### config.mk
export PLATFORM = sky130hd
export DESIGN_NAME = snake_step_ctrl
export DESIGN_NICKNAME = d
export VERILOG_FILES = /design/src/rtl/snake_pkg.sv /design/src/rtl/snake_frame_div.sv /design/src/rtl/snake_step_ctrl.sv
export SDC_FILE = /design/constraint.sdc
export NUM_CORES = 1
export LEC_CHECK = 0
export CORE_UTILIZATION = 49
export DETAILED_ROUTE_END_ITERATION = 8
export GPL_ROUTABILITY_DRIVEN = 0
export GPL_TIMING_DRIVEN = 1
export PLACE_DENSITY_LB_ADDON = 0.05
export SYNTH_ARGS = -nofsm -noshare
export SYNTH_HDL_FRONTEND = slang
export SYNTH_SLANG_ARGS = --single-unit
### constraint.sdc
create_clock -name clk -period 2.4 [get_ports clk]
set_input_delay 0.48 -clock clk [delete_from_list [all_inputs] [get_ports clk]]
set_output_delay 0.48 -clock clk [all_outputs]
set_load 0.05 [all_outputs]
### src/rtl/snake_pkg.sv
// Shared encodings and helpers for the snake movement scheduler.
package snake_pkg;

    localparam int unsigned DIR_W = 2;

    localparam logic [DIR_W-1:0] DIR_UP    = 2'd0;
    localparam logic [DIR_W-1:0] DIR_RIGHT = 2'd1;
    localparam logic [DIR_W-1:0] DIR_DOWN  = 2'd2;
    localparam logic [DIR_W-1:0] DIR_LEFT  = 2'd3;

    typedef enum logic [1:0] {
        ST_IDLE = 2'd0,
        ST_RUN  = 2'd1,
        ST_DEAD = 2'd2
    } state_e;

    // Opposite direction: up<->down, right<->left (flip bit 1 of the encoding).
    function automatic logic [DIR_W-1:0] opposite(input logic [DIR_W-1:0] d);
        return d ^ 2'd2;
    endfunction

    // Column delta of a direction as a signed 2-bit step.
    function automatic logic signed [1:0] dx(input logic [DIR_W-1:0] d);
        case (d)
            DIR_RIGHT: return 2'sd1;
            DIR_LEFT:  return -2'sd1;
            default:   return 2'sd0;
        endcase
    endfunction

    // Row delta of a direction as a signed 2-bit step (row 0 is the top).
    function automatic logic signed [1:0] dy(input logic [DIR_W-1:0] d);
        case (d)
            DIR_DOWN: return 2'sd1;
            DIR_UP:   return -2'sd1;
            default:  return 2'sd0;
        endcase
    endfunction

endpackage

### src/rtl/snake_frame_div.sv
// Frame-tick divider: counts ticks while enabled and flags the tick that completes a step period.
module snake_frame_div #(
    parameter int unsigned FRAMES_PER_STEP = 4
) (
    input  logic clk,
    input  logic rst,
    input  logic clr_i,
    input  logic tick_i,
    output logic step_due_o
);

    localparam int unsigned CNT_W = 8;
    localparam logic [CNT_W-1:0] LAST = CNT_W'(FRAMES_PER_STEP - 1);

    logic [CNT_W-1:0] cnt_q;
    logic [CNT_W-1:0] cnt_d;

    // Combinational due flag: valid on the same cycle as the completing tick.
    assign step_due_o = tick_i && (cnt_q == LAST);

    // Next count: clear wins, otherwise advance on tick and wrap at the period.
    always_comb begin
        cnt_d = cnt_q;
        if (clr_i) begin
            cnt_d = '0;
        end else if (tick_i) begin
            cnt_d = step_due_o ? '0 : cnt_q + CNT_W'(1);
        end
    end

    // Count register with synchronous reset.
    always_ff @(posedge clk) begin
        if (rst) begin
            cnt_q <= '0;
        end else begin
            cnt_q <= cnt_d;
        end
    end

endmodule

### src/rtl/snake_step_ctrl.sv
// Snake head movement scheduler: game FSM, direction filter and head datapath.
// Optional feature macro: WRAP_EN (walls wrap around instead of killing the snake).
module snake_step_ctrl
    import snake_pkg::*;
#(
    parameter int unsigned GRID_W          = 32,
    parameter int unsigned GRID_H          = 24,
    parameter int unsigned CW              = 6,
    parameter int unsigned FRAMES_PER_STEP = 4,
    parameter int unsigned START_X         = 16,
    parameter int unsigned START_Y         = 12
) (
    input  logic          clk,
    input  logic          rst,
    input  logic          frame_tick,
    input  logic          start,
    input  logic [1:0]    dir_req,
    input  logic          dir_valid,
    output logic [CW-1:0] head_x,
    output logic [CW-1:0] head_y,
    output logic [1:0]    dir,
    output logic          step,
    output logic          running,
    output logic          dead
);

    localparam logic [CW-1:0] X_MAX  = CW'(GRID_W - 1);
    localparam logic [CW-1:0] Y_MAX  = CW'(GRID_H - 1);
    localparam logic [CW-1:0] X_INIT = CW'(START_X);
    localparam logic [CW-1:0] Y_INIT = CW'(START_Y);

    state_e        state_q, state_d;
    logic [CW-1:0] head_x_q, head_x_d;
    logic [CW-1:0] head_y_q, head_y_d;
    logic [1:0]    dir_q, dir_d;
    logic [1:0]    pend_q, pend_d;
    logic          step_q, step_d;
    logic          running_q, running_d;
    logic          dead_q, dead_d;

    logic          in_run;
    logic          step_due;
    logic [1:0]    ref_dir;
    logic          hit_x;
    logic          hit_y;
    logic [CW-1:0] next_x;
    logic [CW-1:0] next_y;

    assign in_run = (state_q == ST_RUN);

    snake_frame_div #(
        .FRAMES_PER_STEP (FRAMES_PER_STEP)
    ) u_frame_div (
        .clk        (clk),
        .rst        (rst),
        .clr_i      (!in_run),
        .tick_i     (frame_tick && in_run),
        .step_due_o (step_due)
    );

    // Wall test and candidate next cell for the pending direction.
    always_comb begin
        hit_x  = ((pend_q == DIR_RIGHT) && (head_x_q == X_MAX)) ||
                 ((pend_q == DIR_LEFT)  && (head_x_q == '0));
        hit_y  = ((pend_q == DIR_DOWN)  && (head_y_q == Y_MAX)) ||
                 ((pend_q == DIR_UP)    && (head_y_q == '0));
        next_x = head_x_q + CW'(dx(pend_q));
        next_y = head_y_q + CW'(dy(pend_q));
`ifdef WRAP_EN
        if (hit_x) begin
            next_x = (pend_q == DIR_RIGHT) ? '0 : X_MAX;
        end
        if (hit_y) begin
            next_y = (pend_q == DIR_DOWN) ? '0 : Y_MAX;
        end
`endif
    end

    // Next-state, direction filter and head update.
    always_comb begin
        state_d  = state_q;
        head_x_d = head_x_q;
        head_y_d = head_y_q;
        dir_d    = dir_q;
        pend_d   = pend_q;
        step_d   = 1'b0;
        ref_dir  = step_due ? pend_q : dir_q;

        case (state_q)
            ST_IDLE, ST_DEAD: begin
                if (start) begin
                    state_d  = ST_RUN;
                    head_x_d = X_INIT;
                    head_y_d = Y_INIT;
                    dir_d    = DIR_RIGHT;
                    pend_d   = DIR_RIGHT;
                end
            end
            ST_RUN: begin
                // A request is judged against the direction in force after this cycle.
                if (dir_valid && (dir_req != opposite(ref_dir))) begin
                    pend_d = dir_req;
                end
                if (step_due) begin
                    dir_d = pend_q;
`ifdef WRAP_EN
                    head_x_d = next_x;
                    head_y_d = next_y;
                    step_d   = 1'b1;
`else
                    if (hit_x || hit_y) begin
                        state_d = ST_DEAD;
                    end else begin
                        head_x_d = next_x;
                        head_y_d = next_y;
                        step_d   = 1'b1;
                    end
`endif
                end
            end
            default: begin
                state_d = ST_IDLE;
            end
        endcase

        running_d = (state_d == ST_RUN);
        dead_d    = (state_d == ST_DEAD);
    end

    // State and output registers with synchronous reset.
    always_ff @(posedge clk) begin
        if (rst) begin
            state_q   <= ST_IDLE;
            head_x_q  <= X_INIT;
            head_y_q  <= Y_INIT;
            dir_q     <= DIR_RIGHT;
            pend_q    <= DIR_RIGHT;
            step_q    <= 1'b0;
            running_q <= 1'b0;
            dead_q    <= 1'b0;
        end else begin
            state_q   <= state_d;
            head_x_q  <= head_x_d;
            head_y_q  <= head_y_d;
            dir_q     <= dir_d;
            pend_q    <= pend_d;
            step_q    <= step_d;
            running_q <= running_d;
            dead_q    <= dead_d;
        end
    end

    assign head_x  = head_x_q;
    assign head_y  = head_y_q;
    assign dir     = dir_q;
    assign step    = step_q;
    assign running = running_q;
    assign dead    = dead_q;

endmodule

# ---- Yosys cells after proc, flatten, opt, wreduce, memory -nomap -nowiden
# Index checks and enable logic that the tools add are counted.
# Widths: inputs -> output; s select.
dict set report word_totals {
  reg_bits 29
  in_bits 7
  output_inout_bits 17
  word_cells 72
}
dict set report op_classes {
  add_sub_neg 3
  eq_ne 15
  muxes 21
  bitwise_logic 3
  reduce_logical 21
}
# op count
set op_table {}
lappend op_table {{$mux 6} 6}
lappend op_table {{$pmux 6 s2} 2}
lappend op_table {{$pmux 2 s2} 5}
lappend op_table {{$add 6x6->6} 2}
lappend op_table {{$eq 6x5->1 const B} 2}
lappend op_table {{$logic_not 6->1} 2}
lappend op_table {{$mux 2} 6}
lappend op_table {{$add 8x1->8 const B} 1}
lappend op_table {{$eq 2x2->1 const B} 4}
lappend op_table {{$eq 8x2->1 const B} 1}
lappend op_table {{$mux 8} 1}
lappend op_table {{$logic_and 1x1->1} 7}
lappend op_table {{$eq 2x1->1 const B} 3}
lappend op_table {{$logic_not 2->1} 2}
lappend op_table {{$ne 2x1->1 const B} 2}
lappend op_table {{$ne 2x2->1 const B} 2}
lappend op_table {{$reduce_and 4->1} 1}
lappend op_table {{$reduce_or 2->1} 2}
lappend op_table {{$logic_or 1x1->1} 3}
lappend op_table {{$not 1->1} 3}
lappend op_table {{$reduce_and 3->1} 1}
lappend op_table {{$reduce_or 3->1} 1}
lappend op_table {{$ne 2x2->1} 1}
lappend op_table {{$reduce_and 2->1} 1}
lappend op_table {{2 further kinds} 2}

# ---- Longest topological paths before layout
# Gate-level depths: netlist (run 1).
dict set report depth {
  word_depth 9
  ltp_mapped 11
  mapped_depth_nobuf 10
}

# ---- Modules after synthesis
# Synthesis (run 1) repeated with hierarchy kept, for this count alone.
dict set report hier_totals {
  cells_unflattened 219
  area_unflattened_um2 1966.9
}
# mod instances cells_each area_per_inst_um2 seq_area_each_um2
set by_module_without_submodules {}
lappend by_module_without_submodules {snake_step_ctrl 1 175 1546.5 420.4}
lappend by_module_without_submodules {snake_frame_div 1 44 420.4 160.2}

# ---- Worst setup path before layout (run 1)
# No wires, ideal clock.
dict set report synth_path {
  path_type {register to register}
  start {register pend_q[0]}
  end {register head_y_q[5] (netlist: head_y[5])}
  setup_ns 0.074
  arrival_time_ns 2.413
  required_ns 2.326
  path_slack_ns -0.088
  stages_incl_launch_ff 11
  n_path_buf 1
  period_less_slack_ns 2.488
  cell_sequence {dfxtp_1 -> or2_1 -> clkbuf_1 -> inv_1 -> ha_1 -> a21o_1 -> a21o_1 -> a2111oi_0 -> nor3_1 -> or3_1 -> a31oi_1}
}
dict set report synth_between {
  elab_chain_cells 6
  word_cells_on_any_way 18
  cone_classes {add/sub: 1; eq/ne: 4; mux: 4; reduce/logical: 9}
}
# item line_no
set synth_lines {}
lappend synth_lines {{from (decl)} snake_step_ctrl.sv:36} ;# logic [1:0] pend_q, pend_d;
lappend synth_lines {{from (signal assigned)} snake_step_ctrl.sv:146} ;# pend_q <= pend_d;
lappend synth_lines {{$eq 2x2->1 (tied with other cells)} {snake_pkg.sv:33, snake_step_ctrl.sv:65}}
lappend synth_lines {{$pmux 2 s2 (tied with other cells)} snake_pkg.sv:33} ;# case (d)
lappend synth_lines {{$add 6x6->6 (tied with other cells)} snake_step_ctrl.sv:68} ;# next_y = head_y_q + CW'(dy(pend_q));
lappend synth_lines {{$mux 6 / $logic_or 1x1->1 (equally long branches)} snake_step_ctrl.sv:111} ;# if (hit_x || hit_y) begin
lappend synth_lines {{$mux 6 / $ne 2x2->1 (equally long branches)} --}
lappend synth_lines {{$pmux 6 s2 / $reduce_and 4->1 (equally long branches)} --}
lappend synth_lines {{to (signal assigned)} snake_step_ctrl.sv:144} ;# head_y_q <= head_y_d;
lappend synth_lines {{to (decl)} snake_step_ctrl.sv:34} ;# logic [CW-1:0] head_y_q, head_y_d;
# Several ways; a longest one is shown, not always the timed one. The select of a mux whose other input is x is not followed.
# A chain may end at the register's enable or synchronous reset.

# ---- Worst setup path in the final report (run 1)
# Same ends and word-level chain as after synthesis.

==> results.yml, run 1 <==
floorplan:
  ioPinCount: 24
  core_area_sq_um: 3420
  die_w_um: 62.6
  rows: 21
  dieArea_sq_um: 3910
  initial_core_util: 0.526
  die_h_um: 62.6
cells_and_area:
  final_cells: 287
  post-route-util: 0.652
  multiInputGateArea_sq_um: 1110
  fin_nets: 260
  post_route_cells_drive_above_1_share: 0.191
  filler_cell_count: 291
  register_area_sq_um: 588
  n_antenna_cell: 0
  areaGrowthSynthToFinish_pct: 24.0
yosys:
  syn_area_sq_um: 1800
  synth_seq_area_share: 0.323
  synth_adder_area_share: 0.0989
  synthArstFlopShare: 0
  avgSynthCellArea_sq_um: 8.85
  synth_simple_gate_area_frac: 0.262
  ys_ff_latch: 29
  synth_top_family_by_area: "simple AND/OR/NAND/NOR gates"
  synthTopCellsByArea: "dfxtp_1 (32%), ha_1 (7.7%), xor2_1 (3.9%)"
  synth_compound_area_frac: 0.127
  synth_top_area_cell: "dfxtp_1"
  netlist.area_leader.share: 0.323
  synth_top_cells_by_count: "dfxtp_1 (29), nand2_1 (18), nor2_1 (16), a21oi_1 (11), ha_1 (11)"
  synth_nets: 223
  synth_flop_cell: "dfxtp_1"
  syn_inst: 203
  synth-edff-count: 0
  yosysMostFrequentCell: "dfxtp_1"
  synth_mux_area_frac: 0.0522
  synth_xor_area_frac: 0.0682
  ys_types: 46
  yosysWarnings: 0
flow_run:
  maxCapViolCount: 0
grt:
  grt_pass1_vias: 1556
  grt_overflow: 0
  grt_pass1_wl_um: 7210
  track_usage: 0.231
  grt_antenna_before_repair: 0
  grt_start_max_net_pins: 12
worst_setup_path:
  path_class: "reg -> reg"
  crit_start: "pend_q[0]"
  rr_startpoint: "pend_q[0]"
  timing.rr.end: "head_y[5]"
  cp_num_cells: 9
  cp.required_ps: 2660
  path_cells: "or2_4 -> inv_2 -> ha_1 -> a21o_1 -> a21o_1 -> a2111oi_2 -> nor3_1 -> or3_1 -> a31oi_1"
  cpMostUsedCell: "a21o_1"
  start_kind: "register"
  r2r_cells: 9
  max_stage_delay_ps: 360
  worst-r2r-setup-slack_ps: 100
  endpoint: "head_y[5]"
  critPathMaxFanout: 5
  critPathBufInv: 1
  crit_family: "compound AO/OA/AOI/OAI gates"
  crit_arrival_ps: 2550
  cp_slowest_cell: "dfxtp_2"
  end_kind: "register"
clock_network:
  cts_tree: "done"
  clock_sink_count: 29
  clkLatencyLatePin_ps: 330
  htreeDepth: 2
  cts.clk_slew.worst_paths_ps: 90
  clockRootBuffer: "clkbuf_4"
  cts_buffer_depth: 2
  cts_buffers: 5
detailed_routing:
  via_count: 1574
  viasPerCell: 5.48
  drc: 0
  wirelength_um: 4050
  final_antenna_net_count: 0
  wire_per_inst_um: 14.1
  dr.pass1.iters: 4
  drt_iter0_markers: 83
sta:
  grt_setup_unrepaired: "false"
  slew_headroom: 0.661
  worstMarginPinSlew_ps: 507
  period_needed_ps: 2300
  finalHoldViolations: 0
  layout_setup_ws_ps: 104
  drv_slew: 0
  finalSetupViolations: 0
  fin_crit_sh: 0.957
  max_freq_ghz: 0.435
  finalClockSkew_ps: 8.73
  hold_ws_ps: 490
placement:
  place_ws_ps: -129
  io_buffers: 23
  place_hpwl_um: 2990
  dp.cells: 279
power_and_ir_drop:
  vdd.ir_drop.worst_mv: 0.274
  p_per_area_nw_per_um2: 431
  p_leak_nw: 0.924
  finalPower_w: 0.000961
outcome:
  status: "finished, final reports clean"
worst_hold_path:
  min-delay-path-class: "reg -> reg"
area by class of cell:
cell class              instances  share of cell area
clock inverters                 1             0.00225
multi-input cells             153               0.498
flip-flops and latches         29               0.264
inverters                      10              0.0169
clock buffers                   7              0.0292
repair buffers                 41               0.164
well taps                      46              0.0258
tightest hold or removal path, stage by stage (launching register included):
cell and delay (ps):
dfxtp_2 350, nand2_1 60, a21oi_1 50
power breakdown:
group	switching (W)	internal, W	leakage [nW]
logic	0.0000678	0.0000540	0.646
clock network	0.000174	0.000170	0.0413
registers	0.00000757	0.000488	0.237
total	0.000250	0.000711	0.924
per-layer routing:
layer | GRT usage | routed length, um
met2 | 0.374 | 1880
met5 | 0 | 0
met3 | 0.0529 | 178
met1 | 0.301 | 1930
met4 | 0.0785 | 55
through the flow:
step	TNS [ps]	cell area, sq um
global placement	-147	2140
floorplan	-46.7	1800
global route	0	2230
CTS	0	2220
detailed placement	-266	2140
finish	0	2230
layout by cell type (no fill, tap or decap), drive strengths merged, types with 3 or more instances in the layout:
cell	instances
a21o	7
nand2b	4
ha	11
clkdlybuf4s50	23
nand4	4
nor3	9
xnor2	6
nor2	16
dfxtp	29
a31oi	4
or3	8
clkbuf	7
xor2	8
nand3b	3
a21oi	11
buf	18
inv	10
nand3	4
nand2	18
or4	3
mux2i	7
worst min-delay path by stage:
stage                      to  slack [ps]       start  depth (start not counted)
finish              head_x[0]         490   head_x[0]                          2
global route        head_x[2]         520   head_x[2]                          2
CTS                 head_x[0]         490   head_x[0]                          2
detailed placement  head_x[0]         480   head_x[0]                          2
global placement    head_x[0]         470   head_x[0]                          2
floorplan                dead         500  state_q[1]                          1
kinds of logic (layout without fill, tap and decap cells):
logic type               count (synthesis)  count (layout)
AO/OA/AOI/OAI                           34              34
XOR/XNOR                                14              14
adder cells (fa/ha/maj)                 13              13
buffers and inverters                   21              59
flip-flops                              29              29
multiplexers                             8               8
AND/OR/NAND/NOR                         84              84
state kept, by name, indices dropped and copies added (netlist names):
signal and cells:
step 1, running 1, u_frame_div.cnt_q 8, pend_q 2, head_x 6, state_q 2, dead 1, head_y 6
dir 2
what timing repair did:
item / 4_1_cts / 5_1_grt
setup buffers: 0 / 0
hold buffers: 0 / 0
gates resized for setup: 2 / 5
pin swaps: 0 / 1
endpoints found under the setup margin: 1 / 2
hold endpoints to repair: 0 / 0
Power figures use the tool's default switching activity.
==> run 2: changes to the inputs <==
CELL_PAD_IN_SITES_DETAIL_PLACEMENT = 0   (was default)
CELL_PAD_IN_SITES_GLOBAL_PLACEMENT = 1   (was default)
CORE_UTILIZATION = 37   (was 49)
==> run 2 against run 1 <==
Sequential power about the same. Fmax decreased by 0.11%. Highest routed layer unchanged. Clock power increased by 32%. Global-route usage decreased by 4.9 points. Largest power group unchanged. Combinational power about the same. Die area increased by 31%. Largest cell class unchanged. Clock-buffer cell count unchanged. Worst hold slack improved by 3.1 ps. Sequential share of layout area decreased by 0.62 points. Sequential cell count unchanged. Critical endpoint is now head_x[5]. Setup slack got worse by 2.4 ps.
==> results.yml, run 2 (synthesis results as in run 1) <==
cells_and_area:
  areaGrowthSynthToFinish_pct: 27.0
  postLayoutCellArea_sq_um: 2280
  fin_nets: 260
  mostFrequentLayoutCells: "dfxtp_1 (23), clkdlybuf4s50_1 (23), nand2_1 (18), buf_4 (18), nor2_1 (16)"
  n_antenna_cell: 0
  largest_reg_flops: 8
  post_route_cells_drive_above_1_share: 0.187
  top_register: "u_frame_div.cnt_q"
sta:
  worstMarginPinSlew_ps: 532
  period_needed_ps: 2300
  finalHoldViolations: 0
  max_freq_ghz: 0.435
  finalSetupTns_ps: 0
  fin_crit_sh: 0.958
  slew_headroom: 0.644
  finalClockSkew_ps: 6.45
  grt_setup_unrepaired: "false"
  drv_slew: 0
  finalSetupViolations: 0
  hold_ws_ps: 494
  layout_setup_ws_ps: 101
floorplan:
  core_area_sq_um: 4500
  ioPinCount: 24
  die_h_um: 71.7
  rows: 24
  die_w_um: 71.7
  dieArea_sq_um: 5140
  initial_core_util: 0.399
detailed_routing:
  wire_per_inst_um: 14.9
  wirelength_um: 4370
  dr.pass1.iters: 4
  via_count: 1590
  viasPerCell: 5.43
  final_antenna_net_count: 0
  drt_iter0_markers: 83
  drc: 0
clock_network:
  cts.clk_slew.worst_paths_ps: 70
  cts-hold-fix-buffers: 0
  clkLatencyLatePin_ps: 280
  cts_buffer_depth: 2
  cts_tree: "done"
  clockRootBuffer: "clkbuf_8"
  htreeDepth: 2
  clock_sink_count: 29
  cts_buffers: 5
worst_setup_path:
  cp_slowest_cell: "dfxtp_2"
  end_kind: "register"
  cpMostUsedCell: "a21o_1"
  critPathBufInv: 1
  critPathMaxFanout: 5
  crit_family: "compound AO/OA/AOI/OAI gates"
  r2r_cells: 9
  cp.required_ps: 2610
  path_class: "reg -> reg"
  cp_num_cells: 9
  start_kind: "register"
  max_stage_delay_ps: 380
  crit_arrival_ps: 2510
  path_cells: "nand2_1 -> inv_1 -> ha_1 -> a21o_1 -> a21o_1 -> a2111oi_2 -> nor3_1 -> or3_1 -> a31oi_1"
placement:
  place_hpwl_um: 3300
  place_ws_ps: -98.3
  io_buffers: 23
  placed_area_sq_um: 2150
grt:
  grt_antenna_before_repair: 0
  grt_pass1_wl_um: 7200
  grt_start_max_net_pins: 15
  track_usage: 0.182
  grt_pass1_vias: 1607
  grt_overflow: 0
power_and_ir_drop:
  p_per_area_nw_per_um2: 469
  vdd.ir_drop.worst_mv: 0.212
  finalPower_w: 0.00107
  p_leak_nw: 0.941
worst_hold_path:
  min-delay-path-class: "reg -> reg"
  holdPathStages: 2
outcome:
  status: "finished, final reports clean"
flow_run:
  maxCapViolCount: 0
==> run 2: cell counts in the layout (fill, tap and decap cells not counted) <==
No cell type changed its count.
==> run 2: worst paths after layout <==
| check | startpoint | end | slack [ps] |
|---|---|---|---|
| hold reg to reg | head_x[3] | head_x[3] | 490 |
| setup / recovery | pend_q[0] | head_x[5] | 100 |
| setup reg to reg | pend_q[0] | head_x[5] | 100 |
| hold / removal | head_x[3] | head_x[3] | 490 |
==> run 2: metrics by stage <==
step,util,cells
floorplan,-,203
global placement,0.477,285
detailed placement,0.477,285
CTS,0.501,293
global route,0.506,293
finish,0.506,293
==> run 2: area by class of cell <==
cell class / instances / area, sq um
clock inverters: 1 / 5.00
flip-flops and latches: 29 / 588
clock buffers: 7 / 96.3
multi-input cells: 153 / 1120
well taps: 52 / 65.1
inverters: 10 / 37.5
repair buffers: 41 / 365
fillers: 443 / 2220
==> run 2: worst register-to-register path: cells and delay by family, from the launching register on <==
family                   cells  cell delay (ps)
AO/OA/AOI/OAI                4              940
AND/OR/NAND/NOR              3              560
flip-flops                   1              380
adder cells (fa/ha/maj)      1              250
buffers and inverters        1              100
==> run 2: metal layers <==
metal | global-route usage | share of wire
met2 | 0.321 | 0.49
met5 | 0 | 0
met3 | 0.0309 | 0.031
met4 | 0.0828 | 0.027
met1 | 0.216 | 0.45
==> run 2: power by group <==
| part | total [W] | internal, W | switching (W) |
|---|---|---|---|
| Combinational | 0.000121 | 0.0000518 | 0.0000688 |
| Sequential | 0.000496 | 0.000488 | 0.00000750 |
| Clock | 0.000454 | 0.000259 | 0.000195 |
==> run 2: repair_timing <==
action,in CTS,in global routing
gates resized for setup,3,4
pin swaps,0,1
cloned,0,0
setup buffers,0,0
setup endpoints to repair,2,2
endpoints found under the hold margin,0,0
